### config.mk
export PLATFORM = sky130hd
export DESIGN_NAME = dmem_mmio
export DESIGN_NICKNAME = d
export VERILOG_FILES = /design/src/rtl/dmem_mmio.sv
export SDC_FILE = /design/constraint.sdc
export NUM_CORES = 2
export LEC_CHECK = 0
export ABC_AREA = 0
export BUFFER_PORTS_ARGS = -buffer_cell sky130_fd_sc_hd__clkbuf_2
export CORE_MARGIN = 5
export CORE_UTILIZATION = 55
export DETAILED_ROUTE_END_ITERATION = 10
export PLACE_DENSITY = 0.71
export SLEW_MARGIN = 20
export SYNTH_ARGS = -nofsm -noshare
export SYNTH_HDL_FRONTEND = slang
export SYNTH_SLANG_ARGS = --single-unit
### constraint.sdc
create_clock -name clk -period 4.1 [get_ports clk]
set_input_delay 0.41 -clock clk [delete_from_list [all_inputs] [get_ports clk]]
set_output_delay 0.41 -clock clk [all_outputs]
set_load 0.02 [all_outputs]
### src/rtl/dmem_mmio.sv
// Data-memory responder for the MIPS data port: word RAM plus an MMIO page (OUT, IN, timer).
// Optional misaligned-store suppression is compiled in with `define DMEM_ALIGN_CHECK_EN.
module dmem_mmio #(
  parameter int ADDR_BITS = 6,
  parameter int IO_WIDTH  = 16
) (
  input  logic                clk,
  input  logic                reset,
  input  logic                memwrite,
  input  logic [31:0]         aluout,
  input  logic [31:0]         writedata,
  output logic [31:0]         readdata,
  input  logic [IO_WIDTH-1:0] io_in,
  output logic [IO_WIDTH-1:0] io_out,
  output logic                timer_irq,
  output logic                misalign
);

  logic [31:0]         ram [0:(2**ADDR_BITS)-1];
  logic [IO_WIDTH-1:0] out_reg;
  logic [IO_WIDTH-1:0] sync1, sync2;
  logic [31:0]         count, cmp;
  logic                ctrl_en;
  logic                pending;
  logic                wr_ok;

  logic sel_ram, sel_out, sel_in, sel_count, sel_cmp, sel_ctrl, sel_stat;

  // Word-level decode: aluout[1:0] never takes part in selecting a location.
  assign sel_ram   = (aluout[31:16] == 16'h0000);
  assign sel_out   = (aluout[31:2] == 30'(32'hFFFF_0000 >> 2));
  assign sel_in    = (aluout[31:2] == 30'(32'hFFFF_0004 >> 2));
  assign sel_count = (aluout[31:2] == 30'(32'hFFFF_0008 >> 2));
  assign sel_cmp   = (aluout[31:2] == 30'(32'hFFFF_000C >> 2));
  assign sel_ctrl  = (aluout[31:2] == 30'(32'hFFFF_0010 >> 2));
  assign sel_stat  = (aluout[31:2] == 30'(32'hFFFF_0014 >> 2));

  logic unused_addr_bits;
  assign unused_addr_bits = ^{aluout[15:ADDR_BITS+2], aluout[1:0]};

`ifdef DMEM_ALIGN_CHECK_EN
  logic misalign_q;
  assign wr_ok    = memwrite && (aluout[1:0] == 2'b00);
  assign misalign = misalign_q;

  always_ff @(posedge clk or posedge reset) begin
    if (reset)
      misalign_q <= 1'b0;
    else if (memwrite && (aluout[1:0] != 2'b00))
      misalign_q <= 1'b1;
  end
`else
  assign wr_ok    = memwrite;
  assign misalign = 1'b0;
`endif

  always_ff @(posedge clk) begin
    if (wr_ok && sel_ram)
      ram[aluout[ADDR_BITS+1:2]] <= writedata;
  end

  always_ff @(posedge clk or posedge reset) begin
    if (reset) begin
      out_reg <= '0;
      sync1   <= '0;
      sync2   <= '0;
      count   <= '0;
      cmp     <= '0;
      ctrl_en <= 1'b0;
      pending <= 1'b0;
    end else begin
      sync1 <= io_in;
      sync2 <= sync1;
      if (wr_ok && sel_out)
        out_reg <= writedata[IO_WIDTH-1:0];
      if (wr_ok && sel_cmp)
        cmp <= writedata;
      if (wr_ok && sel_ctrl)
        ctrl_en <= writedata[0];
      // A software load of COUNT takes precedence over the running increment.
      if (wr_ok && sel_count)
        count <= writedata;
      else if (ctrl_en)
        count <= count + 32'd1;
      // Match uses the pre-increment COUNT; a simultaneous set beats a clear.
      if (ctrl_en && (count == cmp))
        pending <= 1'b1;
      else if (wr_ok && sel_stat && writedata[0])
        pending <= 1'b0;
    end
  end

  always_comb begin
    readdata = 32'h0;
    if (sel_ram)
      readdata = ram[aluout[ADDR_BITS+1:2]];
    else if (sel_out)
      readdata = 32'(out_reg);
    else if (sel_in)
      readdata = 32'(sync2);
    else if (sel_count)
      readdata = count;
    else if (sel_cmp)
      readdata = cmp;
    else if (sel_ctrl)
      readdata = {31'h0, ctrl_en};
    else if (sel_stat)
      readdata = {31'h0, pending};
  end

  assign io_out    = out_reg;
  assign timer_irq = pending;

endmodule

==> flow_summary.yaml <==
timing:
  setup_viol: 0
  tightest_slew_ps: 1070
  fin_crit_ps: 4070
  hold_violations: 0
  setup_tns_ps: 0
  fmax_ghz: 0.246
  slew_viol_final: 0
  relSlewSlack_pct: 28.8
  rsz0062_at_grt: "false"
  finalClockSkew_ps: 12.3
  period_share_pct: 99.3
logic_synthesis:
  ys_ff_latch: 2162
  async_flop_share_pct: 5.27
  synth_ff_type: "edfxtp_1"
  yosysSeqAreaShare_pct: 76.7
  synth_top_cell_area_share_pct: 73.3
  synth_commonest_cells: "edfxtp_1 (2048), mux2i_1 (404), mux4_2 (364)"
  syn-num-nets: 4224
  synth_top_cell_by_area: "edfxtp_1"
  syn_inst: 4140
  synth_edf_count: 2048
  yosysWarnings: 0
  yosysMostFrequentCell: "edfxtp_1"
  synthesis.area_sq_um: 83900
  ys_top_cells_by_area: "edfxtp_1 (73%), mux4_2 (9.8%), mux2i_1 (4.8%), dfrtp_1 (3.4%), a22oi_1 (1.7%)"
  avgSynthCellArea_sq_um: 20.3
  synth_cell_types: 51
global_routing:
  grt_pass1_wl_mm: 300
  grt_usage_pct: 25.5
  grt_pass1_vias: 42546
  grt_overflow: 0
  antenna_found_initial: 7
  grt_max_degree: 70
clocking:
  tritoncts: "yes"
  clk_latency_ps: 820
  root_buffer: "clkbuf_16"
  clk_pin_slew_ps: 60
  htree_levels: 4
  numCtsBuffers: 206
  clockBufferDepth: 3
  numClockSinks: 2162
setup_path:
  reg2reg_depth: 6
  arrival_ps: 3660
  reg2reg_slack_ps: 1590
  cp-end-kind: "primary output"
  reg2reg_from: "count[15]"
  cp_max_fo: 14
  cp_data_required_time_ps: 3690
  critPathKind: "input pin to primary output"
  worstSetupStartpointType: "input pin"
  r2r_end: "count[31]"
floorplan:
  initial_utilization_pct: 55.3
  rows: 143
  io_pins: 133
  fp.dieH_um: 400
  die_area_sq_um: 160000
  die_w_um: 400
  placeableCoreArea_sq_um: 152000
route:
  vias: 43129
  routedWlPerCell_um: 30.6
  viasPerCell: 6.40
  drc: 0
  ant_nets: 0
  dr.pass1.iters: 5
  drt-total-wl_mm: 207
  drtIter0Drc: 5757
final_layout:
  syn_to_final_growth_pct: 14.5
  fin_cells: 6743
  drive_gt1_share_pct: 25.4
  nets: 4630
  fillers: 10163
  ff_latch_area_sq_um: 64400
  multi_input_area_sq_um: 19000
hold_path:
  hold_path_end: "ram[27][26]"
  worstHoldStart: "writedata[26]"
  min_path_cells: 1
  hp-class: "input pin to flip-flop"
placed_design:
  io_buffers: 129
  gp_congestion: 0.857
  placed_cells: 6351
  dpl.hpwl_mm: 126
job:
  maxCapViolations: 0
power_and_ir_drop:
  ir_drop_mv: 0.463
  powerDensity_nw_per_um2: 464
  leakage_nw: 31.9
status:
  status: "complete, no violations"
## power by group
part | switching, W | internal [W]
Combinational | 0.00131 | 0.000765
Clock | 0.00779 | 0.0105
Sequential | 0.00000530 | 0.0242
Total | 0.00911 | 0.0355
## routing by layer
metal  share of wire, %  wire length (um)  up-vias  global-route usage (%)
met5             0.0063                13        -                       0
met4                2.3              4690        2                    6.52
met3                9.9             20400      263                    5.41
met2                 48             99700     2233                    40.2
met1                 40             81900    22660                    37.2
li1                   -                 -    17971                       -
## registers in the layout, summed over array words and instances, names as in the netlist
signal / cells
sync2: 16
count: 32
io_out: 16
timer_irq: 1
sync1: 16
ram: 2048
cmp: 32
ctrl_en: 1
## repair_timing
action,4_1_cts,5_1_grt
hold buffers,17,0
setup buffers,0,0
gates resized for setup,1,1
endpoints found under the hold margin,72,0
endpoints found under the setup margin,1,1
pin swaps,0,0
## final cells by class
class                      count  share of cell area, %
antenna                        2                0.00521
clock buffer                 263                   5.77
clock inverter               110                  0.999
inverter                      10                 0.0417
multi-input combinational   1728                   19.7
sequential                  2162                   67.0
tap                         2030                   2.64
timing repair buffer         438                   3.78
## metrics by stage
stage	instance area, sq um	power (W)	util, %	setup slack (ps)	hold WS [ps]
6_report	96000	0.0446	63.3	29.7	98.3
5_1_grt	96000	0.0459	63.3	12.9	67.2
4_1_cts	96000	0.0448	63.3	113	26.9
3_5_place_dp	89300	0.0267	58.9	133	335
3_3_place_gp	89300	0.0266	58.9	137	332
2_1_floorplan	83900	0.0257	-	66.3	331
## worst max path at each step
stage / startpoint / to / depth (start not counted)
2_1_floorplan: aluout[2] / ram[17][0] / 9
3_3_place_gp: aluout[9] / readdata[28] / 9
3_5_place_dp: aluout[9] / readdata[28] / 9
4_1_cts: aluout[9] / readdata[28] / 9
5_1_grt: ram[38][14] / readdata[14] / 8
6_report: aluout[9] / readdata[28] / 9
## critical path: stages
cell and delay [ps]:
clkbuf_2 70, or4_1 520, or4_4 550, nor4_4 570, nand2_1 210, buf_4 250, o221ai_1 690, buf_4 220
clkbuf_2 160
## placed cells by master, fill, tap and decap left out, drive strengths merged, types with 17 or more instances in the layout
master / Yosys / routed
mux2i: 404 / 404
nand3: 52 / 52
dfrtp: 114 / 114
nand2: 96 / 96
nand4: 40 / 40
a221oi: 31 / 31
nor2: 115 / 115
clkinv: 0 / 88
a22o: 29 / 29
bufinv: 0 / 17
mux2: 52 / 52
xor2: 34 / 34
a22oi: 191 / 191
nor3: 18 / 18
a21oi: 78 / 78
edfxtp: 2048 / 2048
o22ai: 44 / 44
buf: 120 / 295
clkbuf: 120 / 389
mux4: 364 / 364
xnor2: 29 / 29
dlygate4sd3: 0 / 17
o21ai: 49 / 49
## logic make-up after synthesis
group	count (synthesis)	synth area share (%)
and+or+nand+nor	382	2.21
AOI/OAI and AO/OA	461	3.77
other	1	0.00447
buffers and inverters	250	1.30
muxes	820	15.3
DFF	2162	76.7
adders and majority gates	1	0.0149
xor gates and xnor gates	63	0.658
(Power assumes the default switching activity.)
